--- config.mk ---
export PLATFORM = sky130hd
export DESIGN_NAME = membus_arbiter
export DESIGN_NICKNAME = d
export VERILOG_FILES = /design/src/rtl/membus_arbiter.sv
export SDC_FILE = /design/constraint.sdc
export NUM_CORES = 1
export LEC_CHECK = 0
export ABC_AREA = 0
export CELL_PAD_IN_SITES_DETAIL_PLACEMENT = 2
export CELL_PAD_IN_SITES_GLOBAL_PLACEMENT = 2
export CORE_MARGIN = 2
export CORE_UTILIZATION = 40
export DETAILED_ROUTE_END_ITERATION = 16
export DONT_BUFFER_PORTS = 1
export MAX_ROUTING_LAYER = met4
export PLACE_DENSITY = 0.83
export SYNTH_ARGS = -nofsm -noshare
export SYNTH_HDL_FRONTEND = slang
export SYNTH_SLANG_ARGS = --single-unit
--- constraint.sdc ---
create_clock -name clk_i -period 1.6 [get_ports clk_i]
set_input_delay 0.32 -clock clk_i [delete_from_list [all_inputs] [get_ports clk_i]]
set_output_delay 0.32 -clock clk_i [all_outputs]
set_load 0.03 [all_outputs]
--- src/rtl/membus_arbiter.sv ---
// membus_arbiter: shares one memory bus between m0 (SPI bridge) and m1 (sample sequencer).
// Latency: strobe -> bus strobe 2 cycles when idle; read strobe -> rvalid 2 + READ_LAT + 1 cycles.
// Backpressure: 1-deep slot per master; busy while occupied; strobes while busy are dropped and set sticky ovf.
// Ports:
//   clk_i, rst_i                        clock, synchronous active-high reset
//   mN_read_req_i/_write_req_i          one-cycle request strobes (N = 0, 1)
//   mN_addr_i/_data_i                   address / write data, sampled with the strobe
//   mN_busy_o, mN_ovf_o                 slot occupied, sticky dropped-strobe flag
//   mN_data_o, mN_rvalid_o, mN_wack_o   read data + one-cycle valid, one-cycle write ack
//   membus_*                            shared bus strobes, address, write data, read data
module membus_arbiter #(
  parameter int ADDR_W   = 7,
  parameter int DATA_W   = 8,
  parameter int READ_LAT = 1
) (
  input  logic              clk_i,
  input  logic              rst_i,
  input  logic              m0_read_req_i,
  input  logic              m0_write_req_i,
  input  logic [ADDR_W-1:0] m0_addr_i,
  input  logic [DATA_W-1:0] m0_data_i,
  output logic              m0_busy_o,
  output logic [DATA_W-1:0] m0_data_o,
  output logic              m0_rvalid_o,
  output logic              m0_wack_o,
  output logic              m0_ovf_o,
  input  logic              m1_read_req_i,
  input  logic              m1_write_req_i,
  input  logic [ADDR_W-1:0] m1_addr_i,
  input  logic [DATA_W-1:0] m1_data_i,
  output logic              m1_busy_o,
  output logic [DATA_W-1:0] m1_data_o,
  output logic              m1_rvalid_o,
  output logic              m1_wack_o,
  output logic              m1_ovf_o,
  output logic              membus_read_req_o,
  output logic              membus_write_req_o,
  output logic [ADDR_W-1:0] membus_addr_o,
  output logic [DATA_W-1:0] membus_data_o,
  input  logic [DATA_W-1:0] membus_data_i
);

  localparam int CNT_W = (READ_LAT > 1) ? $clog2(READ_LAT) : 1;

  typedef enum logic [1:0] {
    S_IDLE  = 2'd0,
    S_ISSUE = 2'd1,
    S_WAIT  = 2'd2
  } state_t;

  state_t r_state, w_state_nxt;

  logic [1:0]        w_rd_req, w_wr_req, w_stb;
  logic [ADDR_W-1:0] w_addr_in [2];
  logic [DATA_W-1:0] w_data_in [2];
  logic              w_gnt;

  logic [1:0]        r_pend, r_pend_rd, r_ovf, r_rvalid;
  logic [ADDR_W-1:0] r_slot_addr [2];
  logic [DATA_W-1:0] r_slot_data [2];
  logic [DATA_W-1:0] r_rdata [2];
  logic              r_gnt, r_is_rd, r_last;
  logic [ADDR_W-1:0] r_bus_addr;
  logic [DATA_W-1:0] r_bus_data;
  logic [CNT_W-1:0]  r_cnt;

  assign w_rd_req     = {m1_read_req_i, m0_read_req_i};
  assign w_wr_req     = {m1_write_req_i, m0_write_req_i};
  assign w_stb        = w_rd_req | w_wr_req;
  assign w_addr_in[0] = m0_addr_i;
  assign w_addr_in[1] = m1_addr_i;
  assign w_data_in[0] = m0_data_i;
  assign w_data_in[1] = m1_data_i;

  // Sole requester wins; on a tie the master not granted last time wins.
  always_comb begin
    w_gnt = r_pend[1];
    if (r_pend == 2'b11) w_gnt = ~r_last;
  end

  always_ff @(posedge clk_i) begin
    if (rst_i) r_state <= S_IDLE;
    else       r_state <= w_state_nxt;
  end

  always_comb begin
    w_state_nxt = r_state;
    unique case (r_state)
      S_IDLE:  if (|r_pend) w_state_nxt = S_ISSUE;
      S_ISSUE: w_state_nxt = r_is_rd ? S_WAIT : S_IDLE;
      S_WAIT:  if (r_cnt == '0) w_state_nxt = S_IDLE;
      default: w_state_nxt = S_IDLE;
    endcase
  end

  always_ff @(posedge clk_i) begin
    if (rst_i) begin
      r_pend     <= '0;
      r_pend_rd  <= '0;
      r_ovf      <= '0;
      r_rvalid   <= '0;
      r_gnt      <= 1'b0;
      r_is_rd    <= 1'b0;
      r_last     <= 1'b1;  // so the first tie goes to m0
      r_bus_addr <= '0;
      r_bus_data <= '0;
      r_cnt      <= '0;
      for (int i = 0; i < 2; i++) begin
        r_slot_addr[i] <= '0;
        r_slot_data[i] <= '0;
        r_rdata[i]     <= '0;
      end
    end else begin
      r_rvalid <= '0;

      // Slot capture. The slot being issued is still marked pending during
      // ISSUE, so a strobe in that cycle lands in the overflow path.
      for (int i = 0; i < 2; i++) begin
        if (w_stb[i]) begin
          if (r_pend[i]) begin
            r_ovf[i] <= 1'b1;
          end else begin
            r_pend[i]      <= 1'b1;
            r_pend_rd[i]   <= w_rd_req[i];  // read wins over a simultaneous write
            r_slot_addr[i] <= w_addr_in[i];
            r_slot_data[i] <= w_data_in[i];
          end
        end
      end

      // Grant: latch the winning slot onto the bus registers so addr/data
      // hold their value after the ISSUE cycle.
      if (r_state == S_IDLE && |r_pend) begin
        r_gnt      <= w_gnt;
        r_is_rd    <= r_pend_rd[w_gnt];
        r_bus_addr <= r_slot_addr[w_gnt];
        r_bus_data <= r_slot_data[w_gnt];
      end

      if (r_state == S_ISSUE) begin
        r_pend[r_gnt] <= 1'b0;
        r_last        <= r_gnt;
        if (r_is_rd) r_cnt <= CNT_W'(READ_LAT - 1);
      end

      if (r_state == S_WAIT) begin
        if (r_cnt == '0) begin
          r_rdata[r_gnt]  <= membus_data_i;
          r_rvalid[r_gnt] <= 1'b1;
        end else begin
          r_cnt <= r_cnt - 1'b1;
        end
      end
    end
  end

  assign membus_read_req_o  = (r_state == S_ISSUE) && r_is_rd;
  assign membus_write_req_o = (r_state == S_ISSUE) && !r_is_rd;
  assign membus_addr_o      = r_bus_addr;
  assign membus_data_o      = r_bus_data;

  assign m0_busy_o   = r_pend[0];
  assign m1_busy_o   = r_pend[1];
  assign m0_ovf_o    = r_ovf[0];
  assign m1_ovf_o    = r_ovf[1];
  assign m0_rvalid_o = r_rvalid[0];
  assign m1_rvalid_o = r_rvalid[1];
  assign m0_data_o   = r_rdata[0];
  assign m1_data_o   = r_rdata[1];
  assign m0_wack_o   = membus_write_req_o && !r_gnt;
  assign m1_wack_o   = membus_write_req_o && r_gnt;

endmodule

==> summary.txt, run 1 <==
Run status
  • Status: finished clean

Die
  • I/O Pins: 85
  • Die Y-Extent: 91.2 µm
  • Die ar.: 0.00831 mm²
  • Initial core utilization: 41.7%
  • Rows: 31
  • Total core area: 0.00729 mm²
  • Die Wd: 91.2 µm

Detailed routing
  • TritonRoute pass-1 iters: 4
  • DR iter-0 viols: 58
  • DRC viols: 0
  • DRT Wirelength: 7590 µm
  • DR vias/cell: 5.23
  • WL per Instance: 21.0 µm
  • Via count: 1895
  • Antenna violation net count after detailed routing: 0

Finish
  • Final nets: 302
  • Design Area, Final: ~0.0034 mm²
  • Layout cells sized above 1: 18.3%
  • Layout overhead on the synthesized area: 12.1%
  • ANT cells: 0

Global routing
  • Initial antenna violation count: 0
  • First-pass GRT wire length: 12100 µm
  • Largest net degree at the start of global routing: 33
  • Total GRT Usage: 20.0%
  • Vias in the first global route: 2083
  • GR Overflow Total: 0

Logic synthesis
  • Sequential element share of the synthesized area: 64.6%
  • YS warnings: 0
  • Syn Std Cell Area: just over 0.003 mm²
  • Mean Syn Cell Area: roughly 12 µm²
  • Post-synth ARST share: 0%
  • Cells after synthesis: 250
  • Post-synthesis register bit count: 75
  • Distinct cells, synth: 32
  • Post-Syn Nets: 294
  • Primary FF master, synth: edfxtp_1
  • Post-synth EDFFs: 46

Placement
  • DP HPWL: between 5000 and 6000 µm
  • Placed Area: 0.00318 mm²
  • GPL Wtd Cong: between 0.7 and 0.8
  • Port Buf Inserts: 0

Timing
  • RSZ-0062 raised after global routing: false
  • Final setup vio count: 0
  • Least-Margin Pin Slew: 0.576 ns
  • Fin crit share: 95.6%
  • Min Tclk post-route: 1.53 ns
  • Skew final: 0.00386 ns
  • Hold Fails Final Rpt: 0
  • Rel. slew slack: between 60% and 70%
  • FMAX: 654 MHz
  • Slew Viols, Final: 0

Clock tree
  • Number of CTS-inserted buffers: 9
  • Clk sinks: 75
  • Root buffer cell: clkbuf_8
  • H-tree depth: 3
  • Clock Tree Buf Depth: 2
  • Clk_lat worst skew: between 0.3 and 0.4 ns
  • TritonCTS clock tree: done
  • Clock-pin transition on the worst setup and hold timing paths: approximately 0.080 ns

Power and ir drop
  • Total Power: between 4 and 5 mW
  • Maximum vdd drop: around 550 µV
  • Pwr/cell area: 1340 mW/mm²
  • Leak: 1.26 nW

Run
  • Max-cap viol count: 0

Setup path
  • CP Class: register to output port
  • Type of element launching the critical path: register
  • Crit Path Max Fanout: 5
  • Worst Path Arrival: between 1 and 1.5 ns
  • Worst setup EP type: output port
  • Data required time of the worst path: 1.28 ns

Worst hold path
  • Type of the worst min-delay path: input port to register
layer usage:
metal	vias up	routed length [µm]	track usage (%)
li1	895	-	-
met1	922	3150	23.4
met2	65	3890	32.3
met3	13	368	4.56
met4	0	179	10.2
met5	-	0	-
Yosys cell counts, types with 3 or more instances:
cell type | count | share of area [%]
a311oi_1 | 7 | 2.0
a311oi_2 | 9 | 4.4
and2_1 | 47 | 9.7
dfxtp_1 | 29 | 19
nand2b_1 | 5 | 1.0
o21ai_0 | 4 | 0.66
a21oi_1 | 23 | 3.8
nand2_1 | 35 | 4.3
nor2_1 | 4 | 0.49
edfxtp_1 | 46 | 45
buf_6 | 3 | 1.1
clkbuf_1 | 10 | 1.2
inv_1 | 5 | 0.62
critical path, stage by stage, from the launching register on:
cell      delay [ns]
dfxtp_2         0.35
nand2b_4        0.17
nor3_1          0.15
buf_4           0.19
what timing repair did:
item,4_1_cts,5_1_grt
setup buffers,0,0
gates resized for setup,5,3
hold buffers,0,0
endpoints found under the setup margin,33,19
placed cells by master, fill, tap and decap left out, types with 3 or more instances in the layout:
| master | netlist | routed |
|---|---|---|
| and2_1 | 47 | 46 |
| edfxtp_1 | 46 | 46 |
| nand2_1 | 35 | 35 |
| dfxtp_1 | 29 | 27 |
| a21oi_1 | 23 | 22 |
| buf_4 | 0 | 12 |
| a311oi_2 | 9 | 9 |
| clkbuf_8 | 0 | 9 |
| a311oi_1 | 7 | 7 |
| inv_1 | 5 | 5 |
| nand2b_1 | 5 | 4 |
| o21ai_0 | 4 | 4 |
| nor2_1 | 4 | 3 |
area by class of cell:
cell class,count,area [µm²]
timing repair buffer,13,110
clock inverter,6,80.1
multi-input combinational,154,982
fill,755,3880
inverter,5,18.8
tap,99,124
sequential,75,1960
clock buffer,10,128
state kept, by name (all words and copies together) (netlist names), 7 cells and up:
name,flops
membus_addr_o,7
membus_data_o,8
r_rdata,16
r_slot_addr,14
r_slot_data,16
path summary, 6_finish.rpt:
kind	startpoint	endpoint	slack, ns	cells after the start
hold / removal	rst_i	r_state[0]	0.02	1
setup reg to reg	r_pend[1]	r_slot_addr[1][3]	0.14	3
setup / recovery	r_state[1]	m0_wack_o	0.07	3
hold reg to reg	r_last	r_last	0.49	2
report_power, final:
part | total (mW) | switching [mW] | internal, mW
clock | 1.58 | 0.711 | 0.866
sequential | 2.50 | 0.256 | 2.24
combinational | 0.500 | 0.306 | 0.194
total | 4.57 | 1.27 | 3.30
through the flow:
| step | utilization [%] | TNS [ns] | cells | worst slack (ns) | hold slack (ns) |
|---|---|---|---|---|---|
| 6_report | 46.7 | 0 | 362 | 0.0699 | 0.0215 |
| 5_1_grt | 46.7 | 0 | 362 | 0.00399 | 0.00382 |
| 4_1_cts | 46.7 | 0 | 362 | 0.00973 | 0.00870 |
| 3_5_place_dp | 43.6 | -3.66 | 346 | -0.145 | 0.397 |
| 3_3_place_gp | 43.6 | -0.910 | 346 | -0.0322 | 0.394 |
| 2_1_floorplan | - | 0 | 250 | 0.0204 | 0.438 |
kinds of logic (layout without fill, tap and decap cells):
group	count (synthesis)	in the layout	synth area share, %
compound gates	51	51	13.2
buf+inv	21	34	3.91
flops	75	75	64.6
simple gates	103	103	18.3
(Power assumes the default switching activity.)
==> run 2, diff against run 1 <==
--- a/config.mk
+++ b/config.mk
@@ -13,6 +13,8 @@
 export DETAILED_ROUTE_END_ITERATION = 16
 export DONT_BUFFER_PORTS = 1
+export HOLD_SLACK_MARGIN = 0.02
 export MAX_ROUTING_LAYER = met4
 export PLACE_DENSITY = 0.83
+export RECOVER_POWER = 25
 export SYNTH_ARGS = -nofsm -noshare
 export SYNTH_HDL_FRONTEND = slang
==> constraint.sdc (replaced) <==
create_clock -name clk_i -period 1.6 [get_ports clk_i]
set_input_delay 0.16 -clock clk_i [delete_from_list [all_inputs] [get_ports clk_i]]
set_output_delay 0.16 -clock clk_i [all_outputs]
set_load 0.03 [all_outputs]
==> summary.txt, run 2 (synthesis results as in run 1) <==
Die
  • Die ar.: 0.00831 mm² (unchanged)
  • Die Y-Extent: 91.2 µm (unchanged)
  • Initial core utilization: 41.7% (unchanged)
  • Die Wd: 91.2 µm (unchanged)
  • Total core area: 0.00729 mm² (unchanged)
  • I/O Pins: 85 (unchanged)
  • Rows: 31 (unchanged)

Global routing
  • First-pass GRT wire length: 13800 µm (+14%)
  • Initial antenna violation count: 0 (unchanged)
  • Total GRT Usage: 22.9% (+2.9 points)
  • Vias in the first global route: 2385 (+14%)
  • GR Overflow Total: 0 (unchanged)
  • Largest net degree at the start of global routing: 31 (-6.1%)

Finish
  • Layout overhead on the synthesized area: 26.7%
  • Most frequent cells in the layout: and2_1 (47), edfxtp_1 (46), dlygate4sd3_1 (40)
  • Commonest non-fill, non-tap cell in the layout: and2_1
  • Final nets: 347 (+15%)
  • Fillers: 706 (-6.5%)
  • ANT cells: 0 (unchanged)
  • Layout cells sized above 1: 15.6% (-2.7 points)
  • Biggest regs: r_rdata (16), r_slot_data (16), r_slot_addr (14)
  • Multi-input gate area: 972 µm² (-1.0%)
  • Design Area, Final: 0.00385 mm² (+13%)
  • Register Area: 0.00196 mm² (-0.13%)

Timing
  • Slew Viols, Final: 0 (unchanged)
  • Min Tclk post-route: 1.55 ns (+0.0172 ns)
  • Fin crit share: 96.7% (+1.1 points)
  • FMAX: 646 MHz (-1.1%)
  • Rel. slew slack: 64.2% (+2.7 points)
  • Least-Margin Pin Slew: 0.537 ns (-0.0400 ns)
  • Skew final: 0.0147 ns (+0.0108 ns)
  • Final setup vio count: 0 (unchanged)
  • Hold Fails Final Rpt: 0 (unchanged)

Run status
  • Status: finished clean

Power and ir drop
  • Pwr/cell area: 1230 mW/mm² (-8.5%)
  • Maximum vdd drop: 724 µV (+31%)
  • Leak: 1.45 nW (+15%)
  • Total Power: 4.73 mW (+3.4%)

Clock tree
  • Clock-pin transition on the worst setup and hold timing paths: 0.08 ns (about the same)
  • Root buffer cell: clkbuf_8
  • Clk sinks: 75 (unchanged)
  • Clk_lat worst skew: 0.35 ns (about the same)
  • H-tree depth: 3 (unchanged)
  • Clock Tree Buf Depth: 2 (unchanged)
  • TritonCTS clock tree: done
  • Number of CTS-inserted buffers: 9 (unchanged)

Detailed routing
  • TritonRoute pass-1 iters: 4 (unchanged)
  • DR vias/cell: 5.13 (-2.0%)
  • Antenna violation net count after detailed routing: 0 (unchanged)
  • DRT Wirelength: 8690 µm (+15%)
  • Top sig layer: met4
  • Via count: 2088 (+10%)
  • Wire length on met2: 4710 µm (+21%)
  • DR iter-0 viols: 61 (+5.2%)
  • WL per Instance: 21.4 µm (+1.9%)
  • Met1 wire length: 3500 µm (+11%)
  • Met3 Wirelength: 387 µm (+5.2%)
  • DRC viols: 0 (unchanged)

Run
  • Max-cap viol count: 0 (unchanged)

Worst hold path
  • Type of the worst min-delay path: input port to register
  • Cell depth of the worst min-delay path: 1 (unchanged)

Placement
  • Placed Area: 0.00320 mm² (+0.75%)
  • DP HPWL: 5240 µm (-0.57%)
  • Port Buf Inserts: 0 (unchanged)
  • GPL Wtd Cong: 0.695 (-1.4%)

Setup path
  • Worst setup EP type: output port
  • R2R setup slack: 0.12 ns (-0.02 ns)
  • Crit Path Max Fanout: 5 (unchanged)
  • CP Class: register to output port
  • Data required time of the worst path: 1.44 ns (+0.16 ns)
  • R2R cell count: 3 (unchanged)
  • Worst Path Arrival: 1.39 ns (+0.18 ns)
  • Type of element launching the critical path: register
-- run 2: cell count changes in the layout (fill, tap and decap cells not counted), moves of 2 or more --
cell	previous run	this run
dfxtp_2	2	0
dfxtp_1	27	29
dlygate4sd3_1	0	40
buf_4	12	15
-- run 2: critical path, stage by stage, from the launching register on --
cell and delay (ns):
dfxtp_1 0.44, nand2b_4 0.22, nor2_4 0.05, and2_1 0.17, buf_4 0.17
-- run 2: where the power goes --
part | internal (mW) | switching [mW] | leakage [nW]
sequential | 2.24 | 0.259 | 0.731
clock | 0.882 | 0.725 | 0.105
combinational | 0.270 | 0.351 | 0.615
-- run 2: layer usage --
layer  vias to the layer above  global-route usage (%)
li1                        988                       -
met1                      1031                    25.0
met2                        63                    41.4
met3                         6                    6.06
met4                         0                    5.68
met5                         -                       -
-- run 2: worst paths after layout --
path                     start                end
setup reg to reg    r_state[1]      r_rdata[0][5]
setup / recovery    r_state[1]          m1_wack_o
hold reg to reg   r_pend_rd[1]       r_pend_rd[1]
hold / removal    m0_data_i[1]  r_slot_data[0][1]
-- run 2: cell type report --
cell class	instances	share of cell area [%]
Sequential cell	75	51.0
Multi-Input combinational cell	154	25.3
Timing Repair Buffer	58	14.5
Clock buffer	10	3.31
Tap cell	99	3.22
Clock inverter	6	2.31
Inverter	5	0.487
-- run 2: repair_timing --
action | in CTS | in global routing
endpoints found under the setup margin | 1 | 1
buffers inserted | 0 | 0
hold buffers | 40 | 1
pin swaps | 0 | 0
hold endpoints to repair | 67 | 1
gates resized for setup | 2 | 2
-- run 2: per-stage QoR --
| step | hold WS [ns] | TNS, ns | util (%) | setup WS (ns) | cells |
|---|---|---|---|---|---|
| after global routing | 0.0216 | -0.0299 | 52.8 | -0.0299 | 407 |
| after detailed placement | 0.235 | 0 | 43.9 | 0.157 | 350 |
| final | 0.0253 | 0 | 52.8 | 0.0527 | 407 |
| after floorplan | 0.278 | 0 | - | 0.0204 | 250 |
| after global placement | 0.233 | 0 | 43.9 | 0.241 | 350 |
| after CTS | 0.0236 | 0 | 52.6 | 0.00713 | 406 |
==> run 3, diff against run 2 <==
- CELL_PAD_IN_SITES_DETAIL_PLACEMENT: 2 -> 0
==> summary.txt, run 3 (synthesis results as in run 1) <==
Setup path
  • Worst Path Arrival: 1.32 ns (-0.07 ns)
  • Crit Path Max Fanout: 5 (unchanged)
  • Type of element launching the critical path: register
  • Slowest stage delay, CP: 0.34 ns (-0.10 ns)
  • Worst setup EP type: output port
  • Data required time of the worst path: 1.44 ns (about the same)
  • Critical R2R Launch: r_pend[0]
  • Critical path cell sequence: nand2b_1, nor2_1, and2_1, buf_4
  • R2R cell count: 4 (+1)
  • Reg-to-reg endpoint: r_slot_data[0][5]
  • CP Class: register to output port
  • Slowest-stage cell, CP: dfxtp_1
  • R2R setup slack: 0.21 ns (+0.09 ns)

Clock tree
  • Clock-pin transition on the worst setup and hold timing paths: 0.08 ns (about the same)
  • Postcts setup bufs: 0 (unchanged)
  • Number of CTS-inserted buffers: 9 (unchanged)
  • Clock Tree Buf Depth: 2 (unchanged)
  • H-tree depth: 3 (unchanged)
  • Root buffer cell: clkbuf_8
  • TritonCTS clock tree: done
  • Clk sinks: 75 (unchanged)
  • Clk_lat worst skew: 0.34 ns (about the same)

Timing
  • Hold Fails Final Rpt: 0 (unchanged)
  • Fin crit share: 92.3% (-4.4 points)
  • Worst Slack Setup Final: 0.123 ns (+0.0702 ns)
  • Rel. slew slack: 66.3% (+2.1 points)
  • Slew Viols, Final: 0 (unchanged)
  • Least-Margin Pin Slew: 0.505 ns (-0.0314 ns)
  • Skew final: 0.00574 ns (-0.00893 ns)
  • FMAX: 677 MHz (+4.8%)
  • Setup TNS: 0 ns (unchanged)
  • Min Tclk post-route: 1.48 ns (-0.0702 ns)
  • Final setup vio count: 0 (unchanged)
  • RSZ-0062 raised after global routing: false

Power and ir drop
  • Pwr/cell area: 1200 mW/mm² (-2.0%)
  • Maximum vdd drop: 770 µV (+6.3%)
  • Leak: 1.45 nW (about the same)
  • Total Power: 4.63 mW (-2.1%)

Finish
  • Biggest regs: r_rdata (16), r_slot_data (16), r_slot_addr (14)
  • Commonest non-fill, non-tap cell in the layout: and2_1
  • ANT cells: 0 (unchanged)
  • Most frequent cells in the layout: and2_1 (47), edfxtp_1 (46), dlygate4sd3_1 (41)
  • Finished Core Util: 52.7% (about the same)
  • Layout overhead on the synthesized area: 26.6% (about the same)
  • Layout cells sized above 1: 15.5% (-0.050 points)
  • Final nets: 348 (+0.29%)

Placement
  • Dpl ws: 0.229 ns (+0.0720 ns)
  • GPL Wtd Cong: 0.695 (unchanged)
  • DP HPWL: 3940 µm (-25%)
  • Port Buf Inserts: 0 (unchanged)

Global routing
  • Total GRT Usage: 16.3% (-6.5 points)
  • Initial antenna violation count: 0 (unchanged)
  • GR Overflow Total: 0 (unchanged)
  • Vias in the first global route: 1930 (-19%)
  • Largest net degree at the start of global routing: 31 (unchanged)
  • First-pass GRT wire length: 10100 µm (-27%)

Detailed routing
  • DR vias/cell: 4.75 (-7.4%)
  • DRT Wirelength: 6120 µm (-30%)
  • DR iter-0 viols: 51 (-16%)
  • DRC viols: 0 (unchanged)
  • TritonRoute pass-1 iters: 4 (unchanged)
  • Antenna violation net count after detailed routing: 0 (unchanged)
  • WL per Instance: 15.0 µm (-30%)
  • Via count: 1938 (-7.2%)

Run status
  • Status: finished clean

Worst hold path
  • Cell depth of the worst min-delay path: 2 (+1)
  • WHS Endpoint: r_ovf[0]
  • Hold_sp: m0_write_req_i
  • Type of the worst min-delay path: input port to register

Die
  • Total core area: 0.00729 mm² (unchanged)
  • Die ar.: 0.00831 mm² (unchanged)
  • Die Y-Extent: 91.2 µm (unchanged)
  • Initial core utilization: 41.7% (unchanged)
  • I/O Pins: 85 (unchanged)
  • Rows: 31 (unchanged)
  • Die Wd: 91.2 µm (unchanged)

Run
  • Max-cap viol count: 0 (unchanged)
==> run 3: area by class of cell <==
class	count	area (µm²)
Multi-Input combinational cell	154	957
Sequential cell	75	1960
Inverter	5	18.8
Fill cell	663	3450
Timing Repair Buffer	59	567
Clock buffer	10	128
Tap cell	99	124
Clock inverter	6	88.8
==> run 3: report_power, final <==
| group | switching, mW | leakage, nW | internal (mW) | total, mW |
|---|---|---|---|---|
| registers | 0.241 | 0.732 | 2.24 | 2.48 |
| logic | 0.309 | 0.617 | 0.268 | 0.577 |
| clock network | 0.689 | 0.103 | 0.881 | 1.57 |
| total | 1.24 | 1.45 | 3.39 | 4.63 |
==> run 3: worst max-delay path: cells and delay by family (launching register included) <==
family | cells | cell delay (ns)
simple gates | 3 | 0.49
flops | 1 | 0.34
buf+inv | 1 | 0.15
==> run 3: how the worst max path moves through the flow <==
stage,slack (ns),cells after the start,to,startpoint
after floorplan,0.02,7,membus_addr_o[0],r_pend[0]
final,0.12,4,m1_wack_o,r_state[1]
after global placement,0.24,3,r_rdata[0][4],r_state[1]
after detailed placement,0.23,4,r_slot_addr[1][0],r_pend[1]
after CTS,0.08,4,m1_wack_o,r_state[0]
after global routing,0.01,4,m1_wack_o,r_state[1]
==> run 3: metal layers <==
metal | global-route usage [%] | up-vias | part of all wire (%)
met1 | 20.3 | 874 | 45
li1 | - | 992 | -
met4 | 6.44 | 0 | 1.9
met5 | - | - | 0
met3 | 5.23 | 8 | 4.9
met2 | 24.9 | 64 | 48
==> run 3: through the flow <==
step	cell area [µm²]	hold WS, ns	cells
global placement	3200	0.233	350
finish	3850	0.0388	408
CTS	3830	0.0205	406
global route	3850	0.0272	408
floorplan	3040	0.278	250
detailed placement	3200	0.236	350
==> run 3: what timing repair did <==
item                                   4_1_cts  5_1_grt
resized for setup                            0        1
setup endpoints to repair                    0        1
endpoints found under the hold margin       70        2
hold buffers                                40        2
